File: src/rtl/video_ts_pkg.sv
// Shared definitions for the TS sprite-line scanner: FSM encoding and
// sprite descriptor field positions.
package video_ts_pkg;

  typedef enum logic [2:0] {
    IDLE = 3'd0,
    RD0  = 3'd1,
    CHK0 = 3'd2,
    RD1  = 3'd3,
    CHK2 = 3'd4,
    EMIT = 3'd5,
    DONE = 3'd6
  } scan_state_t;

  // Each sprite descriptor is three consecutive sprite-file words
  localparam int SPR_WORDS = 3;

  // R0: Y placement and flags
  localparam int R0_Y_LSB     = 0;
  localparam int R0_YSZ_LSB   = 9;
  localparam int R0_ACT_BIT   = 13;
  localparam int R0_LEAP_BIT  = 14;
  localparam int R0_YFLIP_BIT = 15;

  // R1: X placement
  localparam int R1_X_LSB     = 0;
  localparam int R1_XSZ_LSB   = 9;
  localparam int R1_XFLIP_BIT = 15;

  // R2: graphics and palette
  localparam int R2_TNUM_LSB  = 0;
  localparam int R2_PAL_LSB   = 12;

endpackage

File: src/rtl/video_ts_spr_geom.sv
// Combinational sprite geometry: Y visibility against the current line,
// in-sprite line offset (with Y flip) and off-screen X culling.
module video_ts_spr_geom #(
  parameter int CULL_X = 1,
  parameter int VIS_W  = 360
) (
  input  logic [8:0] line,
  input  logic [8:0] y,
  input  logic [2:0] ysz,
  input  logic       act,
  input  logic       yflip,
  input  logic [8:0] x,
  input  logic [2:0] xsz,
  output logic       vis,
  output logic [5:0] offset,
  output logic       cull
);

  logic [8:0] sline;
  logic [5:0] ymax;
  logic [3:0] xs1;
  logic [9:0] x_end;

  // Y math wraps modulo 512; X end is kept in 10 bits so wrap-around
  // sprites (end beyond 512) are recognised as partly visible on the left.
  always_comb begin
    sline  = line - y;
    ymax   = {ysz, 3'b111};
    vis    = act & (sline <= {3'b000, ymax});
    offset = yflip ? (ymax - sline[5:0]) : sline[5:0];
    xs1    = {1'b0, xsz} + 4'd1;
    x_end  = {1'b0, x} + {3'b000, xs1, 3'b000};
    cull   = (CULL_X != 0) & ({1'b0, x} >= 10'(VIS_W)) & (x_end <= 10'd512);
  end

endmodule

File: src/rtl/video_ts_spr_scan.sv
// Per-line sprite scanner: walks the sprite file, selects sprites visible on
// the current line, splits them into z-layers and issues render tasks.
module video_ts_spr_scan
  import video_ts_pkg::*;
#(
  parameter int SPR_NUM      = 85,
  parameter int SF_AW        = 8,
  parameter int LAYERS       = 3,
  parameter int MAX_PER_LINE = 64,
  parameter int CULL_X       = 1,
  parameter int VIS_W        = 360
) (
  input  logic              clk,
  input  logic              rst_n,
  input  logic              start,
  input  logic              en,
  input  logic [8:0]        line,
  output logic [SF_AW-1:0]  sf_addr,
  input  logic [15:0]       sf_rdata,
  input  logic              tsr_rdy,
  output logic              tsr_go,
  output logic [8:0]        tsr_x,
  output logic [2:0]        tsr_xs,
  output logic              tsr_xf,
  output logic [8:0]        tsr_line,
  output logic [5:0]        tsr_addr,
  output logic [3:0]        tsr_pal,
  output logic [LAYERS-1:0] layer_end,
  output logic              busy,
  output logic              ovf,
  output logic [6:0]        spr_cnt
);

  localparam int IW = (SPR_NUM > 1) ? $clog2(SPR_NUM) : 1;
  localparam int LW = $clog2(LAYERS + 1);

  scan_state_t       state_reg, state_next;
  logic [IW-1:0]     idx_reg, idx_next;
  logic [LW-1:0]     layer_reg, layer_next;
  logic [6:0]        spr_cnt_reg, spr_cnt_next;
  logic              ovf_reg, ovf_next;
  logic [5:0]        offset_reg, offset_next;
  logic              leap_reg, leap_next;
  logic              cull_reg, cull_next;
  logic [8:0]        tsr_x_reg, tsr_x_next;
  logic [2:0]        tsr_xs_reg, tsr_xs_next;
  logic              tsr_xf_reg, tsr_xf_next;
  logic [8:0]        tsr_line_reg, tsr_line_next;
  logic [5:0]        tsr_addr_reg, tsr_addr_next;
  logic [3:0]        tsr_pal_reg, tsr_pal_next;
  logic [LAYERS-1:0] layer_end_reg, layer_end_next;

  logic              g_vis, g_cull;
  logic [5:0]        g_offset;
  logic              cur_leap, capped, complete;
  logic [LW-1:0]     layer_after;
  logic [LAYERS-1:0] layer_hot, tail_mask;
  logic [SF_AW-1:0]  addr_base;

  // R0 and R1 both arrive on sf_rdata, in different states, so the same word
  // feeds the Y and X halves of the geometry block.
  video_ts_spr_geom #(.CULL_X(CULL_X), .VIS_W(VIS_W)) u_geom (
    .line   (line),
    .y      (sf_rdata[R0_Y_LSB +: 9]),
    .ysz    (sf_rdata[R0_YSZ_LSB +: 3]),
    .act    (sf_rdata[R0_ACT_BIT]),
    .yflip  (sf_rdata[R0_YFLIP_BIT]),
    .x      (sf_rdata[R1_X_LSB +: 9]),
    .xsz    (sf_rdata[R1_XSZ_LSB +: 3]),
    .vis    (g_vis),
    .offset (g_offset),
    .cull   (g_cull)
  );

  // In CHK0 the leap bit is still on the bus; later states use the latched copy
  assign cur_leap    = (state_reg == CHK0) ? sf_rdata[R0_LEAP_BIT] : leap_reg;
  assign capped      = (MAX_PER_LINE != 0) && (spr_cnt_reg >= 7'(MAX_PER_LINE));
  assign layer_after = layer_reg + LW'(cur_leap);
  assign addr_base   = SF_AW'(idx_reg) * SF_AW'(SPR_WORDS);

  // Current-layer one-hot and the "this layer and above" mask used at DONE
  generate
    for (genvar gi = 0; gi < LAYERS; gi++) begin : g_layer
      assign layer_hot[gi] = (layer_reg == LW'(gi));
      assign tail_mask[gi] = (LW'(gi) >= layer_after);
    end
  endgenerate

  // State and registered outputs
  always_ff @(posedge clk or negedge rst_n) begin
    if (!rst_n) begin
      state_reg     <= IDLE;
      idx_reg       <= '0;
      layer_reg     <= '0;
      spr_cnt_reg   <= '0;
      ovf_reg       <= 1'b0;
      offset_reg    <= '0;
      leap_reg      <= 1'b0;
      cull_reg      <= 1'b0;
      tsr_x_reg     <= '0;
      tsr_xs_reg    <= '0;
      tsr_xf_reg    <= 1'b0;
      tsr_line_reg  <= '0;
      tsr_addr_reg  <= '0;
      tsr_pal_reg   <= '0;
      layer_end_reg <= '0;
    end else begin
      state_reg     <= state_next;
      idx_reg       <= idx_next;
      layer_reg     <= layer_next;
      spr_cnt_reg   <= spr_cnt_next;
      ovf_reg       <= ovf_next;
      offset_reg    <= offset_next;
      leap_reg      <= leap_next;
      cull_reg      <= cull_next;
      tsr_x_reg     <= tsr_x_next;
      tsr_xs_reg    <= tsr_xs_next;
      tsr_xf_reg    <= tsr_xf_next;
      tsr_line_reg  <= tsr_line_next;
      tsr_addr_reg  <= tsr_addr_next;
      tsr_pal_reg   <= tsr_pal_next;
      layer_end_reg <= layer_end_next;
    end
  end

  // Next-state, sprite-file address and task strobe; start overrides all
  always_comb begin
    state_next     = state_reg;
    idx_next       = idx_reg;
    layer_next     = layer_reg;
    spr_cnt_next   = spr_cnt_reg;
    ovf_next       = ovf_reg;
    offset_next    = offset_reg;
    leap_next      = leap_reg;
    cull_next      = cull_reg;
    tsr_x_next     = tsr_x_reg;
    tsr_xs_next    = tsr_xs_reg;
    tsr_xf_next    = tsr_xf_reg;
    tsr_line_next  = tsr_line_reg;
    tsr_addr_next  = tsr_addr_reg;
    tsr_pal_next   = tsr_pal_reg;
    layer_end_next = '0;
    sf_addr        = '0;
    tsr_go         = 1'b0;
    complete       = 1'b0;

    case (state_reg)
      RD0: begin
        sf_addr    = addr_base;
        state_next = CHK0;
      end
      CHK0: begin
        offset_next = g_offset;
        leap_next   = sf_rdata[R0_LEAP_BIT];
        if (g_vis && !capped) begin
          sf_addr    = addr_base + SF_AW'(1);
          state_next = RD1;
        end else begin
          complete = 1'b1;
        end
      end
      RD1: begin
        sf_addr     = addr_base + SF_AW'(2);
        tsr_x_next  = sf_rdata[R1_X_LSB +: 9];
        tsr_xs_next = sf_rdata[R1_XSZ_LSB +: 3];
        tsr_xf_next = sf_rdata[R1_XFLIP_BIT];
        cull_next   = g_cull;
        state_next  = CHK2;
      end
      CHK2: begin
        tsr_line_next = {sf_rdata[R2_TNUM_LSB + 6 +: 6], 3'b000} + {3'b000, offset_reg};
        tsr_addr_next = sf_rdata[R2_TNUM_LSB +: 6];
        tsr_pal_next  = sf_rdata[R2_PAL_LSB +: 4];
        if (cull_reg) complete = 1'b1;
        else          state_next = EMIT;
      end
      EMIT: begin
        tsr_go = tsr_rdy;
        if (tsr_rdy) begin
          spr_cnt_next = spr_cnt_reg + 7'd1;
          if ((MAX_PER_LINE != 0) && (spr_cnt_next == 7'(MAX_PER_LINE))) ovf_next = 1'b1;
          complete = 1'b1;
        end
      end
      DONE:    state_next = IDLE;
      default: state_next = IDLE;
    endcase

    // Sprite completion: close the layer on leap, then advance or finish
    if (complete) begin
      idx_next = idx_reg + IW'(1);
      if (cur_leap) begin
        layer_end_next = layer_hot;
        layer_next     = layer_after;
      end
      if ((idx_reg == IW'(SPR_NUM - 1)) || (cur_leap && (layer_reg == LW'(LAYERS - 1)))) begin
        state_next     = DONE;
        layer_end_next = layer_end_next | tail_mask;
      end else begin
        state_next = RD0;
      end
    end

    if (start) begin
      state_next     = en ? RD0 : IDLE;
      idx_next       = '0;
      layer_next     = '0;
      spr_cnt_next   = '0;
      ovf_next       = 1'b0;
      offset_next    = '0;
      leap_next      = 1'b0;
      cull_next      = 1'b0;
      tsr_x_next     = '0;
      tsr_xs_next    = '0;
      tsr_xf_next    = 1'b0;
      tsr_line_next  = '0;
      tsr_addr_next  = '0;
      tsr_pal_next   = '0;
      layer_end_next = en ? '0 : '1;
      sf_addr        = '0;
      tsr_go         = 1'b0;
    end
  end

  assign busy      = (state_reg != IDLE) && (state_reg != DONE);
  assign ovf       = ovf_reg;
  assign spr_cnt   = spr_cnt_reg;
  assign tsr_x     = tsr_x_reg;
  assign tsr_xs    = tsr_xs_reg;
  assign tsr_xf    = tsr_xf_reg;
  assign tsr_line  = tsr_line_reg;
  assign tsr_addr  = tsr_addr_reg;
  assign tsr_pal   = tsr_pal_reg;
  assign layer_end = layer_end_reg;

endmodule

File: config.mk
export PLATFORM = sky130hd
export DESIGN_NAME = video_ts_spr_scan
export DESIGN_NICKNAME = d
export VERILOG_FILES = /design/src/rtl/video_ts_pkg.sv /design/src/rtl/video_ts_spr_geom.sv /design/src/rtl/video_ts_spr_scan.sv
export SDC_FILE = /design/constraint.sdc
export NUM_CORES = 1
export LEC_CHECK = 0
export CORE_MARGIN = 2
export CORE_UTILIZATION = 53
export DETAILED_ROUTE_END_ITERATION = 10
export PLACE_DENSITY = 0.82
export SKIP_CTS_REPAIR_TIMING = 1
export SYNTH_ARGS = -nofsm -noshare
export SYNTH_HDL_FRONTEND = slang
export SYNTH_SLANG_ARGS = --single-unit
File: constraint.sdc
create_clock -name clk -period 6.3 [get_ports clk]
set_input_delay 1.26 -clock clk [delete_from_list [all_inputs] [get_ports clk]]
set_output_delay 1.26 -clock clk [all_outputs]
set_load 0.03 [all_outputs]
# Word level (Yosys, flattened, before mapping)
# Index checks and enable logic that the tools add are counted.
[totals]
regBits = 63
input_bits = 30
out_inout_bits = 53
elab_cells = 121
[classes]
add_sub_neg = 10
mul = 1
order_cmp = 7
n_eq_ne = 13
mux = 53
bitwise_logic = 3
n_reduce_logical = 19
[op_table]
columns = ["op", "n"]
rows = [
  ["$mux W3", 13],
  ["$mux W9", 4],
  ["$mux W7", 5],
  ["$mux W6", 5],
  ["$pmux W8 S3", 1],
  ["$mux W1", 16],
  ["$mux W8", 2],
  ["$reduce_bool A2 Y1", 8],
  ["$pmux W3 S5", 1],
  ["$add A7 B1 Y7 const B", 2],
  ["$eq A7 B7 Y1 const B", 2],
  ["$add A9 B7 Y10", 1],
  ["$le A10 B10 Y1 const B", 1],
  ["$add A9 B6 Y9", 1],
  ["$ge A9 B9 Y1 const B", 1],
  ["$le A9 B6 Y1", 1],
  ["$sub A9 B9 Y9", 1],
  ["$add A8 B1 Y8 const B", 1],
  ["$add A8 B2 Y8 const B", 1],
  ["$mul A7 B2 Y8 const B", 1],
  ["$mux W4", 2],
  ["$ge A7 B7 Y1 const B", 1],
  ["$eq A3 B2 Y1 const B", 2],
  ["$eq A3 B3 Y1 const B", 2],
  ["other kinds (22)", 31],
]

# Depth between registers and ports, before layout
[logic_depth]
word_depth = 11
mapped_depth = 16
ltp_nobuf = 16

# Cells and area by module
# From an unflattened synthesis, not the netlist that was laid out.
[hier_totals]
hier_cells = 515
area_unflattened_um2 = 4388.0
[by_module_without_submodules]
columns = ["mod", "instances", "cells_per_inst", "area_per_inst_um2", "seq_area_each_um2"]
rows = [
  ["video_ts_spr_scan", 1, 412, 3603.5, 1576.5],
  ["video_ts_spr_geom", 1, 103, 784.5, 0.0],
]

# Worst setup path before layout
# Ideal clock, no wire load.
[synth_path]
path_kind = "input to output"
startpoint = "input port line[0]"
endpoint = "output port sf_addr[7]"
t_arrival_ps = 4745
t_required_ps = 5040
setup_slack_ps = 295
cell_stages = 16
path_buffers = 0
cell_sequence = "inv_1 -> ha_1 -> fa_1 -> nand2b_1 -> nand2b_1 -> a21oi_1 -> xor2_1 -> inv_1 -> ha_1 -> a21oi_1 -> nor2b_1 -> o22ai_1 -> nand4b_4 -> nor4_2 -> o21ai_1 -> a221oi_1"
[synth_via]
elab_chain_len = 7
[synth_rtl]
columns = ["item", "line", "text"]
rows = [
  ["start, declared", "video_ts_spr_scan.sv:17", "input logic [8:0] line,"],
  ["$sub A9 B9 Y9", "video_ts_spr_geom.sv:27", "sline = line - y;"],
  ["$le A9 B6 Y1", "video_ts_spr_geom.sv:29", "vis = act & (sline <= {3'b000, ymax});"],
  ["$and A1 B1 Y1", "video_ts_spr_geom.sv:29", ""],
  ["$logic_and A1 B1 Y1", "video_ts_spr_scan.sv:155", "if (g_vis && !capped) begin"],
  ["$mux W8", "video_ts_spr_scan.sv:155", ""],
  ["$pmux W8 S3", "video_ts_spr_scan.sv:147", "case (state_reg)"],
  ["$mux W8", "video_ts_spr_scan.sv:204", "if (start) begin"],
  ["end, declared", "video_ts_spr_scan.sv:18", "output logic [SF_AW-1:0] sf_addr,"],
]
# No other way between the ends.

# Worst setup path in the final report
[layout_path]
startpoint = "input port sf_rdata[2]"
endpoint = "output port sf_addr[6]"
[layout_via]
elab_chain_len = 7
[layout_rtl]
columns = ["item", "line", "text"]
rows = [
  ["start, declared", "video_ts_spr_scan.sv:19", "input logic [15:0] sf_rdata,"],
  ["$sub A9 B9 Y9", "video_ts_spr_geom.sv:27", ""],
  ["$le A9 B6 Y1", "video_ts_spr_geom.sv:29", ""],
  ["$and A1 B1 Y1", "video_ts_spr_geom.sv:29", ""],
  ["$logic_and A1 B1 Y1", "video_ts_spr_scan.sv:155", ""],
  ["$mux W8", "video_ts_spr_scan.sv:155", ""],
  ["$pmux W8 S3", "video_ts_spr_scan.sv:147", ""],
  ["$mux W8", "video_ts_spr_scan.sv:204", ""],
]
# No other way between the ends.

==> flow_summary.ini <==
[power]
power_mw = 1.15
powerDensity_nw_per_um2 = 200
seqPwrFrac_pct = 38.9
clkPwrFrac_pct = 30.3
p_comb_share_pct = 30.8
p_sw_uw = 406
leakagePower_nw = 2.44
intPower_uw = 742
switching_share_pct = 35.3
ir_drop_mv = 0.0875

[finish]
syn_to_final_growth_pct = 28.1
drive_above_1_share_pct = 9.55
nets = 681
fin_util_pct = 70.0
finalNonFillerCells = 723
final_cell_mix = 85 x nand2_1, 71 x clkdlybuf4s50_1, 63 x dfrtp_1
layout_commonest_cell = nand2_1
fin_area_um2 = 5750
regArea_um2 = 1580
nFillCells = 647
multi_input_area_um2 = 2840
antennaDiodeCount = 0

[floorplan]
initial_utilization_pct = 54.6
core-area_um2 = 8220
design.die.area_um2 = 9220
num_rows = 33
die_w_um = 96.0
num_io_pins = 83
die_h_um = 96.0

[timing]
tightest_slew_ns = 1.17
finClkSkew_ns = 0.0141
finalCritPeriodShare_pct = 97.1
period_needed_ns = 6.12
fmax_ghz = 0.163
slew_violations = 0
hold_viol = 0
tns_ns = 0
slew_headroom_pct = 21.4
setup_viol = 0

[global_routing]
grt_pass1_wl_um = 19600
grt-ovfl-total = 0
grt_pass1_vias = 4184
grt_max_degree = 74
track_usage_pct = 27.4
antenna_found_initial = 0

[critical_path]
cp_data_required_time_ns = 5.04
worstPathArrival_ns = 4.86
end_kind = output port
cp_max_fo = 5
startpoint_type = primary input
criticalPathCategory = in2out

[status]
outcome = completed

[yosys]
ys_seq_area_share_pct = 35.1
ys_warn_count = 0
synth_area_leaders = dfrtp_1 35%, ha_1 9.2%, nand2_1 7.1%, a21oi_1 6.5%, nor2_1 3.7%
yosysTopAreaCellShare_pct = 35.1
synth_ff_type = dfrtp_1
async_flop_share_pct = 100
synth_edf_count = 0
synth_cell_types = 54
syn_nets = 597
ys_seq_elements = 63
syn_inst = 529
syn_area_um2 = 4490
yosysTopAreaCell = dfrtp_1
syn-mean-instance-area_um2 = 8.48

[detailed_routing]
via_count = 4317
routed_wl_um = 12200
wire_per_inst_um = 16.8
post-route-drc-count = 0
dr.pass1.iters = 5
ant_nets = 0
dr.first_iter.drc_count = 287
routed_via_density = 5.97

[clocking]
htreeDepth = 3
clock_sinks = 63
clock_latency_ns = 0.35
cts_buffers = 9
cts_tree = done
clk_pin_slew_ns = 0.07
cts-root-buf = clkbuf_8
clk_path_buf_depth = 2

[placed_design]
gp_congestion = 0.884
place_area_um2 = 5430
dp_cells = 703
place_hpwl_um = 8800
io_buffers = 82

[job]
maxCapViolCount = 0

[min_path]
hold_class = reg2reg
## per-stage QoR
step,worst slack (ns),hold slack (ns)
6_report,0.183,0.500
4_1_cts,-0.0614,0.508
3_3_place_gp,0.157,0.481
5_1_grt,-0.0420,0.535
3_5_place_dp,-0.0392,0.493
2_1_floorplan,0.295,0.497
## layout make-up
class / instances / area share [%]
Clock buffer: 10 / 2.22
Clock inverter: 6 / 1.07
Inverter: 23 / 1.50
Multi-Input combinational cell: 422 / 49.5
Sequential cell: 63 / 27.4
Tap cell: 105 / 2.29
Timing Repair Buffer: 94 / 16.0
## metal layers
| layer | global-route usage (%) | routed length, µm |
|---|---|---|
| met2 | 44.2 | 5820 |
| met5 | 0 | 0 |
| met4 | 10.6 | 202 |
| met1 | 37.7 | 5500 |
| met3 | 3.13 | 647 |
## cell usage after synthesis, types with 2 or more instances
| cell | number |
|---|---|
| a211oi_1 | 9 |
| nand2_1 | 85 |
| ha_1 | 33 |
| a21oi_1 | 58 |
| or3_1 | 2 |
| o22ai_1 | 3 |
| nand2b_1 | 15 |
| a211o_1 | 2 |
| fa_1 | 5 |
| o21bai_1 | 4 |
| and3_1 | 3 |
| o2111ai_1 | 3 |
| nor3b_1 | 3 |
| and2_1 | 2 |
| o211ai_1 | 6 |
| clkbuf_1 | 18 |
| xor2_1 | 10 |
| a21o_1 | 6 |
| inv_1 | 23 |
| nand3_1 | 14 |
| nor4_1 | 5 |
| a221oi_1 | 4 |
| mux2i_1 | 5 |
| o21a_1 | 2 |
| nor2b_1 | 16 |
| dfrtp_1 | 63 |
| nor2_1 | 44 |
| a31oi_1 | 2 |
| a211oi_2 | 2 |
| o21ai_1 | 5 |
| a22oi_1 | 3 |
| nor3_1 | 7 |
| xnor2_1 | 15 |
| mux2_1 | 6 |
| o21ai_0 | 16 |
| o31ai_1 | 5 |
| buf_1 | 3 |
| nand4_1 | 6 |
## worst paths after layout
path / from / end / slack, ns / cells past startpoint
max in group asynchronous: rst_n / spr_cnt[4] / 4.68 / 2
min: ovf / ovf / 0.50 / 2
min in group asynchronous: rst_n / tsr_xs[2] / 1.07 / 2
min reg2reg: ovf / ovf / 0.50 / 2
max: sf_rdata[2] / sf_addr[6] / 0.18 / 17
max reg2reg: state_reg[1] / layer_end[0] / 3.73 / 7
## power by group through the flow
stage / clock network [mW] / registers [mW] / logic, mW
global placement: 0 / 0.452 / 0.319
CTS: 0.351 / 0.446 / 0.331
global route: 0.369 / 0.449 / 0.386
finish: 0.348 / 0.447 / 0.354
floorplan: 0 / 0.468 / 0.198
detailed placement: 0 / 0.454 / 0.328
## kinds of logic (layout without fill, tap and decap cells)
kind of cell / after synthesis / in the layout / share of synthesized area, %
AO/OA/AOI/OAI: 137 / 137 / 19.6
multiplexers: 12 / 12 / 2.87
AND/OR/NAND/NOR: 209 / 210 / 22.3
adder cells (fa/ha/maj): 38 / 38 / 11.4
XOR/XNOR: 25 / 25 / 4.88
buffers and inverters: 45 / 133 / 3.79
flip-flops: 63 / 63 / 35.1
## critical path, stage by stage
cell and delay, ns:
clkdlybuf4s50_1 0.53, inv_1 0.10, ha_1 0.35, o21ai_2 0.20
a21oi_2 0.07, o21a_1 0.18, nor2_1 0.11, xnor2_1 0.10
ha_1 0.33, nor2b_1 0.14, nand4_1 0.12, o22ai_2 0.27
nand4b_4 0.23, nor4_2 0.41, o21ai_0 0.12, o211ai_1 0.16
buf_12 0.16
No activity file was read; power rests on OpenSTA's default activity.
